`config.mk`:
```
export PLATFORM = sky130hd
export DESIGN_NAME = axis_uart_rx
export DESIGN_NICKNAME = d
export VERILOG_FILES = /design/src/rtl/axis_uart_pkg.sv /design/src/rtl/axis_uart_sync.sv /design/src/rtl/axis_uart_rx.sv
export SDC_FILE = /design/constraint.sdc
export NUM_CORES = 1
export LEC_CHECK = 0
export CAP_MARGIN = 10
export CELL_PAD_IN_SITES_DETAIL_PLACEMENT = 2
export CELL_PAD_IN_SITES_GLOBAL_PLACEMENT = 2
export CORE_MARGIN = 4
export CORE_UTILIZATION = 35
export CTS_CLUSTER_SIZE = 20
export DETAILED_ROUTE_END_ITERATION = 8
export PLACE_DENSITY = 0.85
export SKIP_LAST_GASP = 1
export SYNTH_ARGS = -nofsm -noshare
export SYNTH_HDL_FRONTEND = slang
export SYNTH_SLANG_ARGS = --single-unit
```
`constraint.sdc`:
```
create_clock -name clk_i -period 4.6 [get_ports clk_i]
set_clock_uncertainty 0.1 [all_clocks]
set_input_delay 0.69 -clock clk_i [delete_from_list [all_inputs] [get_ports clk_i]]
set_output_delay 0.69 -clock clk_i [all_outputs]
set_load 0.02 [all_outputs]
```
`src/rtl/axis_uart_pkg.sv`:
```
// rtl/axis_uart_pkg.sv - shared UART types, constants and parity helper
//
// Purpose: common definitions for the UART transmit and receive paths.
//   DATA_WIDTH             bits per character
//   MIN_CLK_DIVIDER        smallest usable bit period in clk cycles
//   uart_state_e           frame state machine states
//   uart_parity_reg_t      parity register: bit0 odd enable, bit1 even enable
//   uart_clk_divider_reg_t clk cycles per bit
//   uart_rx_user_t         per-byte receive status {frame_err, parity_err}
//   parity()               parity bit a correct frame carries for the given mode
package axis_uart_pkg;

   localparam int          DATA_WIDTH      = 8;
   localparam logic [31:0] MIN_CLK_DIVIDER = 32'd4;

   typedef enum logic [2:0] {
      UART_IDLE,
      UART_START,
      UART_DATA,
      UART_PARITY,
      UART_STOP,
      UART_WAIT
   } uart_state_e;

   typedef struct packed {
      logic even;
      logic odd;
   } uart_parity_mode_t;

   typedef struct packed {
      logic [29:0]       reserved;
      uart_parity_mode_t mode;
   } uart_parity_reg_t;

   typedef logic [31:0] uart_clk_divider_reg_t;

   typedef struct packed {
      logic frame_err;
      logic parity_err;
   } uart_rx_user_t;

   // Odd wins when both enables are set; with neither set the result is unused.
   function automatic logic parity(input logic [DATA_WIDTH-1:0] data,
                                   input uart_parity_mode_t     mode);
      if (mode.odd) begin
         return ~(^data);
      end else if (mode.even) begin
         return ^data;
      end
      return 1'b0;
   endfunction

endpackage

```
`src/rtl/axis_uart_sync.sv`:
```
// rtl/axis_uart_sync.sv - flop-chain synchroniser for one asynchronous input
//
// Purpose: brings an asynchronous level into the clk_i domain. The chain resets
// to 1 so an idle-high serial line does not look like a start bit after reset.
// STAGES must be at least 2.
// Ports:
//   clk_i    in  1  destination clock
//   arstn_i  in  1  asynchronous active-low reset
//   d_i      in  1  asynchronous input
//   q_o      out 1  synchronised output, STAGES cycles behind d_i
module axis_uart_sync #(
   parameter int STAGES = 2
) (
   input  logic clk_i,
   input  logic arstn_i,
   input  logic d_i,
   output logic q_o
);

   logic [STAGES-1:0] sync_q;
   logic [STAGES-1:0] sync_d;

   always_comb begin
      sync_d = {sync_q[STAGES-2:0], d_i};
   end

   always_ff @(posedge clk_i or negedge arstn_i) begin
      if (!arstn_i) begin
         sync_q <= '1;
      end else begin
         sync_q <= sync_d;
      end
   end

   assign q_o = sync_q[STAGES-1];

endmodule

```
`src/rtl/axis_uart_rx.sv`:
```
// rtl/axis_uart_rx.sv - UART receiver presenting bytes on an AXI-Stream master
//
// Purpose: deserialises the rx line (start, 8 data bits LSB first, optional
// parity, stop) and delivers each byte with its error flags on m_axis.
// Bit period and parity mode are latched when a start bit is detected.
// Optional feature macro: AXIS_UART_RX_MAJORITY_EN -- each bit is the 2-of-3
// vote of the samples at mid-1, mid and mid+1 (decision one cycle later).
// Ports:
//   clk_i          in  1   system clock
//   arstn_i        in  1   asynchronous active-low reset
//   uart_rx_i      in  1   serial line, idle high, asynchronous
//   clk_divider_i  in  32  clk cycles per bit (clamped to >= 4)
//   parity_i       in  32  bit0 odd, bit1 even; both 0 = no parity bit
//   m_axis_tdata   out 8   received byte
//   m_axis_tuser   out 2   {frame_err, parity_err}
//   m_axis_tvalid  out 1   byte available
//   m_axis_tready  in  1   sink accepts
//   overrun_o      out 1   one-cycle pulse: byte dropped because output was full
module axis_uart_rx
   import axis_uart_pkg::*;
#(
   parameter int SYNC_STAGES = 2
) (
   input  logic        clk_i,
   input  logic        arstn_i,
   input  logic        uart_rx_i,
   input  logic [31:0] clk_divider_i,
   input  logic [31:0] parity_i,
   output logic [7:0]  m_axis_tdata,
   output logic [1:0]  m_axis_tuser,
   output logic        m_axis_tvalid,
   input  logic        m_axis_tready,
   output logic        overrun_o
);

   localparam logic [2:0] LAST_BIT = 3'(DATA_WIDTH - 1);

   logic                  rx_sync;
   logic                  sample_bit;
   logic [31:0]           start_tgt;
   logic                  bit_end;
   logic [31:0]           n_start;
   uart_clk_divider_reg_t div_reg;
   uart_parity_reg_t      parity_reg;
   logic                  unused_parity_bits;

   uart_state_e           state_q,   state_d;
   logic [31:0]           cnt_q,     cnt_d;
   logic [2:0]            bit_q,     bit_d;
   logic [7:0]            shreg_q,   shreg_d;
   logic [31:0]           n_q,       n_d;
   uart_parity_mode_t     mode_q,    mode_d;
   logic                  perr_q,    perr_d;
   logic [7:0]            tdata_q,   tdata_d;
   uart_rx_user_t         tuser_q,   tuser_d;
   logic                  tvalid_q,  tvalid_d;
   logic                  overrun_q, overrun_d;

   axis_uart_sync #(
      .STAGES (SYNC_STAGES)
   ) u_rx_sync (
      .clk_i   (clk_i),
      .arstn_i (arstn_i),
      .d_i     (uart_rx_i),
      .q_o     (rx_sync)
   );

   assign div_reg            = clk_divider_i;
   assign parity_reg         = parity_i;
   assign unused_parity_bits = ^parity_reg.reserved;
   assign n_start            = (div_reg < MIN_CLK_DIVIDER) ? MIN_CLK_DIVIDER : div_reg;

   // Every bit after the start bit ends when the counter has run N cycles.
   assign bit_end = (cnt_q == n_q - 32'd1);

`ifdef AXIS_UART_RX_MAJORITY_EN
   // hist_q[0] holds the mid sample, hist_q[1] mid-1, rx_sync is mid+1 at the
   // decision cycle, which is why the start decision moves one cycle later.
   logic [1:0] hist_q, hist_d;

   always_comb begin
      hist_d = {hist_q[0], rx_sync};
   end

   always_ff @(posedge clk_i or negedge arstn_i) begin
      if (!arstn_i) begin
         hist_q <= 2'b11;
      end else begin
         hist_q <= hist_d;
      end
   end

   assign sample_bit = (rx_sync & hist_q[0]) | (rx_sync & hist_q[1]) | (hist_q[0] & hist_q[1]);
   assign start_tgt  = n_q >> 1;
`else
   assign sample_bit = rx_sync;
   // START is entered one cycle after the synced edge, so the mid-bit
   // decision falls when the counter shows half-1.
   assign start_tgt  = (n_q >> 1) - 32'd1;
`endif

   always_comb begin
      state_d   = state_q;
      cnt_d     = cnt_q + 32'd1;
      bit_d     = bit_q;
      shreg_d   = shreg_q;
      n_d       = n_q;
      mode_d    = mode_q;
      perr_d    = perr_q;
      tdata_d   = tdata_q;
      tuser_d   = tuser_q;
      tvalid_d  = tvalid_q;
      overrun_d = 1'b0;

      if (tvalid_q && m_axis_tready) begin
         tvalid_d = 1'b0;
      end

      case (state_q)
         UART_IDLE: begin
            cnt_d = '0;
            if (!rx_sync) begin
               state_d = UART_START;
               n_d     = n_start;
               mode_d  = parity_reg.mode;
               perr_d  = 1'b0;
            end
         end

         UART_START: begin
            if (cnt_q == start_tgt) begin
               cnt_d = '0;
               bit_d = '0;
               // A high sample here means the falling edge was a glitch.
               state_d = sample_bit ? UART_IDLE : UART_DATA;
            end
         end

         UART_DATA: begin
            if (bit_end) begin
               cnt_d   = '0;
               shreg_d = {sample_bit, shreg_q[7:1]};
               bit_d   = bit_q + 3'd1;
               if (bit_q == LAST_BIT) begin
                  state_d = (mode_q.odd || mode_q.even) ? UART_PARITY : UART_STOP;
               end
            end
         end

         UART_PARITY: begin
            if (bit_end) begin
               cnt_d   = '0;
               perr_d  = (sample_bit != parity(shreg_q, mode_q));
               state_d = UART_STOP;
            end
         end

         UART_STOP: begin
            if (bit_end) begin
               cnt_d = '0;
               // Re-arm at mid-stop; a low stop bit means break or framing
               // error, so wait for the line to return high first.
               state_d = sample_bit ? UART_IDLE : UART_WAIT;
               if (!tvalid_q || m_axis_tready) begin
                  tdata_d            = shreg_q;
                  tuser_d.frame_err  = ~sample_bit;
                  tuser_d.parity_err = perr_q;
                  tvalid_d           = 1'b1;
               end else begin
                  overrun_d = 1'b1;
               end
            end
         end

         UART_WAIT: begin
            cnt_d = '0;
            if (rx_sync) begin
               state_d = UART_IDLE;
            end
         end

         default: begin
            state_d = UART_IDLE;
            cnt_d   = '0;
         end
      endcase
   end

   always_ff @(posedge clk_i or negedge arstn_i) begin
      if (!arstn_i) begin
         state_q   <= UART_IDLE;
         cnt_q     <= '0;
         bit_q     <= '0;
         shreg_q   <= '0;
         n_q       <= '0;
         mode_q    <= '0;
         perr_q    <= 1'b0;
         tdata_q   <= '0;
         tuser_q   <= '0;
         tvalid_q  <= 1'b0;
         overrun_q <= 1'b0;
      end else begin
         state_q   <= state_d;
         cnt_q     <= cnt_d;
         bit_q     <= bit_d;
         shreg_q   <= shreg_d;
         n_q       <= n_d;
         mode_q    <= mode_d;
         perr_q    <= perr_d;
         tdata_q   <= tdata_d;
         tuser_q   <= tuser_d;
         tvalid_q  <= tvalid_d;
         overrun_q <= overrun_d;
      end
   end

   assign m_axis_tdata  = tdata_q;
   assign m_axis_tuser  = tuser_q;
   assign m_axis_tvalid = tvalid_q;
   assign overrun_o     = overrun_q;

endmodule
```
### Word-level counts from Yosys, hierarchy flattened

Cells that the tools add are included.
Widths: inputs -> output; s select.

* flip-flop bits (word level): 95
* bits in latches: 0
* RAM bits: 0
* memory bits (read-only): 0
* input bits: 68
* output and inout bits: 12
* word-level logic and storage cells: 89
* memories kept: 0

* add/subtract/negate cells: 4
* multipliers: 0
* div/mod/pow operators: 0
* order comparisons: 1
* eq/ne operators: 16
* shift-type cells: 0
* multiplexer cells: 37
* bitwise gates (word level): 2
* reduce and logical (&&, ||, !) cells: 15

Operators with widths (count)
* $mux 32: 3
* $eq 32x32->1: 2
* $pmux 32 s2: 1
* $mux 3: 11
* $add 32x1->32 const B: 1
* $lt 32x3->1 const B: 1
* $sub 31x1->32 const B: 1
* $sub 32x1->32 const B: 1
* $mux 1: 18
* $pmux 3 s6: 1
* $ne 2x2->1 const B: 6
* $eq 3x3->1 const B: 3
* $reduce_and 3->1: 3
* $reduce_xor 8->1: 1
* $reduce_and 7->1: 1
* $eq 3x2->1 const B: 2
* $pmux 3 s2: 1
* $reduce_and 2->1: 2
* $reduce_bool 2->1: 2
* $add 3x1->3 const B: 1
* $eq 3x1->1 const B: 1
* $logic_not 3->1: 1
* $reduce_or 3->1: 1
* $logic_or 1x1->1: 2
* 7 further kinds: 8

### Depth between registers and ports, before layout

* word-level depth: 10
* depth in mapped cells: 12
* mapped depth without buffers: 11

### Cells and area by module

A second synthesis with hierarchy kept.

* cell total of the unflattened synthesis: 779
* area, all modules: 6701.4 um^2

By module, submodules not included
* axis_uart_rx: instances 1, cells each 777, area each 6648.9 um^2, seq. area each 2327.2 um^2
* axis_uart_sync: instances 1, cells each 2, area each 52.6 um^2, seq. area each 52.6 um^2

### Worst setup path before layout

Ideal clock, no wire load.

* path type: reg2reg
* start point: reg n_q[2]
* end point: reg tdata_q[0] (netlist: m_axis_tdata[0])
* library setup time: 0.125 ns
* arrival: 3.112 ns
* required time: 4.375 ns
* slack: 1.263 ns
* stages on the path, launching flop included: 13
* path buffers: 1
* clock period less this slack: 3.337 ns
* path through: dfrtp_1 > inv_1 > ha_1 > nor4b_4 > nand2_2 > nor4_1 > o21ai_1 > o21a_1 > or4_4 > or3_4 > nand2b_4 > buf_6 > mux2_4

* word-level cells in the longest chain between the ends: 3

RTL lines
* start: declaration: RTL line axis_uart_rx.sv:51 `logic [31:0] n_q, n_d;`
* start signal: assignment: RTL line axis_uart_rx.sv:207 `n_q <= n_d;`
* $sub 32x1->32: RTL line axis_uart_rx.sv:74 `assign bit_end = (cnt_q == n_q - 32'd1);`
* $eq 32x32->1: RTL line axis_uart_rx.sv:74
* $reduce_and 3->1 (no line)
* end signal: assignment: RTL line axis_uart_rx.sv:210 `tdata_q <= tdata_d;`
* end: declaration: RTL line axis_uart_rx.sv:54 `logic [7:0] tdata_q, tdata_d;`

No other way between the ends.
A chain may end at the register's enable or synchronous reset.

### Worst setup path in the final report

* start point: reg n_q[2]
* end point: reg shreg_q[0]

* word-level cells in the longest chain between the ends: 3

RTL lines
* $sub 32x1->32: RTL line axis_uart_rx.sv:74
* $eq 32x32->1: RTL line axis_uart_rx.sv:74
* $reduce_and 2->1 (no line)
* end signal: assignment: RTL line axis_uart_rx.sv:206 `shreg_q <= shreg_d;`
* end: declaration: RTL line axis_uart_rx.sv:50 `logic [7:0] shreg_q, shreg_d;`

No other way between the ends.

==> metrics.txt <==
run status=complete, no violations; hold-critical path depth=0; total power=3.463 mW; Worst Tran Pin Value=0.8430 ns; Hold Crit Start=u_rx_sync.sync_q[0]$_DFF_PN1_; Startpoint Class=flip-flop; Cell variety after synth=74; Setup Viol. Count Final=0; Worst Hold Path EP=u_rx_sync.sync_q[1]$_DFF_PN1_; buffers plus inverters on the worst setup path=1; top_reg_cell synth=dfrtp_1; CTS tree=built; CP Max Fanout=9; core area=18210 um2; largest net degree at the start of global routing=64; crit-path leading delay family=simple AND/OR/NAND/NOR gates; row count=49; dpl cells=974; Port-buffer cells=49; setup TNS=0 ns; PD cells=465.4 nW/um2; post-CTS setup buffers=0; Finished Core Util=0.4086; post-synthesis sequential area ratio=0.3626; r2r setup slk=0.57 ns; Die W=144.9 um; die area=21000 um2; total CTS buffers=9; DR vias/cell=5.728; Switching Share=0.4465; initial antenna violation count=0; slowest cell delay on critical path=0.54 ns; pre-CTS setup slack=0.6168 ns; fin crit period=4.033 ns; number of fill cells=1989; Total GRT Usage=0.2067; drt initial violations=351; area of the mapped netlist=6563 um2; final wirelength=21.51 mm; Vias=5676; RR Endpoint=shreg_q[0]$_DFFE_PN0P_; Worst setup EP type=flip-flop; number of remaining DRC errors=0; Post-Synthesis Cells=743; Root Buffer=clkbuf_16; Worst EP required=4.75 ns; critical path arrival=4.19 ns; final hold vios=0; hold crit path type=flip-flop to flip-flop; H-Tree Depth=3; Net count, final=830; FF-to-FF Start=n_q[2]$_DFFE_PN0P_; combinational power share=0.348; buffer depth of the longest clock path=2; syn nets=816; critical path type=flip-flop to flip-flop; synth warn=0; starting density of the core=0.3604; total of flip-flops plus latches after synthesis=95; area delta synth->final=13.38%; share of cells above drive strength 1=0.09449; P_int=1.917 mW; remaining global-route overflow=0; number of synthesized flops with an enable pin=0; vias in the first global route=6245; Max Cap Viol=0; drt wl/cell=21.70 um; diodes inserted=0; Post-DRT Antenna Nets=0; Final Max Tran Viols=0; FFs w/ async S/R, synth=1.000; final worst setup slack=0.5670 ns; crit-path cells=inv_1 > ha_1 > nor4b_4 > nand4_1 > xnor2_1 > o311ai_0 > nor4b_2 > nand4_1 > nor2_1 > and4_1 > mux2_2; CTS clk-pin slew, worst paths=0.08 ns; part of the power in registers=0.430; final period utilization=0.8767; first-pass GRT wire length=35.07 mm; most frequent cells in the layout=118 x nand2_1, 93 x dfrtp_1, 71 x nor2_1; worst skew pair latency=0.37 ns; fmax=0.2480 GHz; placed cell area=7139 um2; cell mode on critical path=nand4_1; slowest CP cell=nor4b_4; RSZ-0062 raised after global routing=false; R2R cell count=11; launch point of the worst path=n_q[2]$_DFFE_PN0P_; final hold slack=0.2578 ns; Max IR drop VDD=0.3631 mV; Lkg Pwr=3.035 nW; Finished Layout Cells=991; Clk network pwr share=0.222; Mean Syn Cell Area=8.832 um2; clock sink count=95; post-route cell area=7441 um2; die extent in y=144.9 um; relative slew slack=0.4380; post-cts sizing count=0; Initial DRT Pass Iterations=4; commonest non-fill, non-tap cell in the layout=nand2_1; Final GP Congestion=0.9226; number of I/O pins=80; detailed placement HPWL=16.22 mm; # hold bufs at CTS=0; Sw Pwr=1.546 mW
[power groups by stage]
| stage | clock (mW) | sequential, mW | combinational (mW) |
|---|---|---|---|
| detailed placement | 0 | 1.49 | 1.19 |
| floorplan | 0 | 1.11 | 1.19 |
| CTS | 0.785 | 1.47 | 1.21 |
| finish | 0.769 | 1.49 | 1.20 |
| global route | 0.822 | 1.53 | 1.34 |
| global placement | 0 | 1.45 | 1.11 |
[Yosys cell counts, drive strengths merged (3+ instances only)]
master   instances  area, um2
a2111oi          3      63.81
a211o            3      26.28
a211oi           4      30.03
a21oi           10      50.05
a22oi            3      22.52
and3             6      37.54
and4             4      35.03
buf             22      140.1
clkbuf          33      123.9
dfrtp           93       2327
ha               5      62.56
inv             16      60.06
mux2            17      225.2
mux2i            7      70.07
nand2          119      449.2
nand2b           5      38.78
nand3           33      170.2
nand4           21      131.4
nor2            73      284.0
nor2b            5      31.28
nor3            17      90.09
nor4            33      297.8
nor4b            7      82.57
o211ai           5      37.54
o21a             5      37.54
o21ai           16      80.07
o311ai           3      26.28
or2              3      18.77
or3              9      61.31
or4              9      78.82
xnor2           67      586.8
xor2            56      490.5
[kinds of logic after synthesis]
group	count (synthesis)	share of synthesized area
and+or+nand+nor	354	0.2875
xor gates and xnor gates	123	0.1642
DFF	95	0.3626
AOI/OAI and AO/OA	71	0.08180
buffers and inverters	71	0.04938
muxes	24	0.04500
adders and majority gates	5	0.009533
[routing by layer]
metal / vias up / track usage / wire length, um
met3: 31 / 0.01996 / 521
met2: 94 / 0.3542 / 10630
met1: 2949 / 0.2745 / 9869
met5: - / 0 / 0
li1: 2602 / - / -
met4: 0 / 0.07173 / 490
[cell type report]
cell class	instances	area (um2)	area share
Clock buffer	9	225.2	0.03027
Clock inverter	7	72.57	0.009753
Inverter	16	60.06	0.008071
Multi-Input combinational cell	577	3865	0.5194
Sequential cell	95	2380	0.3198
Tap cell	229	286.5	0.03851
Timing Repair Buffer	58	551.8	0.07415
[registers in the layout, summed over array words and instances (netlist names)]
register,cells
m_axis_tdata,8
shreg_q,8
mode_q,2
overrun_o,1
m_axis_tvalid,1
perr_q,1
n_q,32
state_q,3
cnt_q,32
bit_q,3
u_rx_sync.sync_q,2
m_axis_tuser,2
[worst reg2reg max path: stages (launching register included)]
cell	delay (ns)
dfrtp_1	0.43
inv_1	0.17
ha_1	0.30
nor4b_4	0.54
nand4_1	0.28
xnor2_1	0.23
o311ai_0	0.22
nor4b_2	0.27
nand4_1	0.27
nor2_1	0.21
and4_1	0.51
mux2_2	0.39
[worst max path at each step]
stage	slack [ns]	to	cells past startpoint
finish	0.57	shreg_q[0]$_DFFE_PN0P_	11
global route	0.23	shreg_q[5]$_DFFE_PN0P_	11
CTS	0.58	shreg_q[4]$_DFFE_PN0P_	11
detailed placement	0.62	shreg_q[4]$_DFFE_PN0P_	11
global placement	0.80	m_axis_tdata[7]$_DFFE_PN0P_	11
floorplan	1.26	m_axis_tdata[0]$_DFFE_PN0P_	12
No activity file was read; power rests on OpenSTA's default activity.
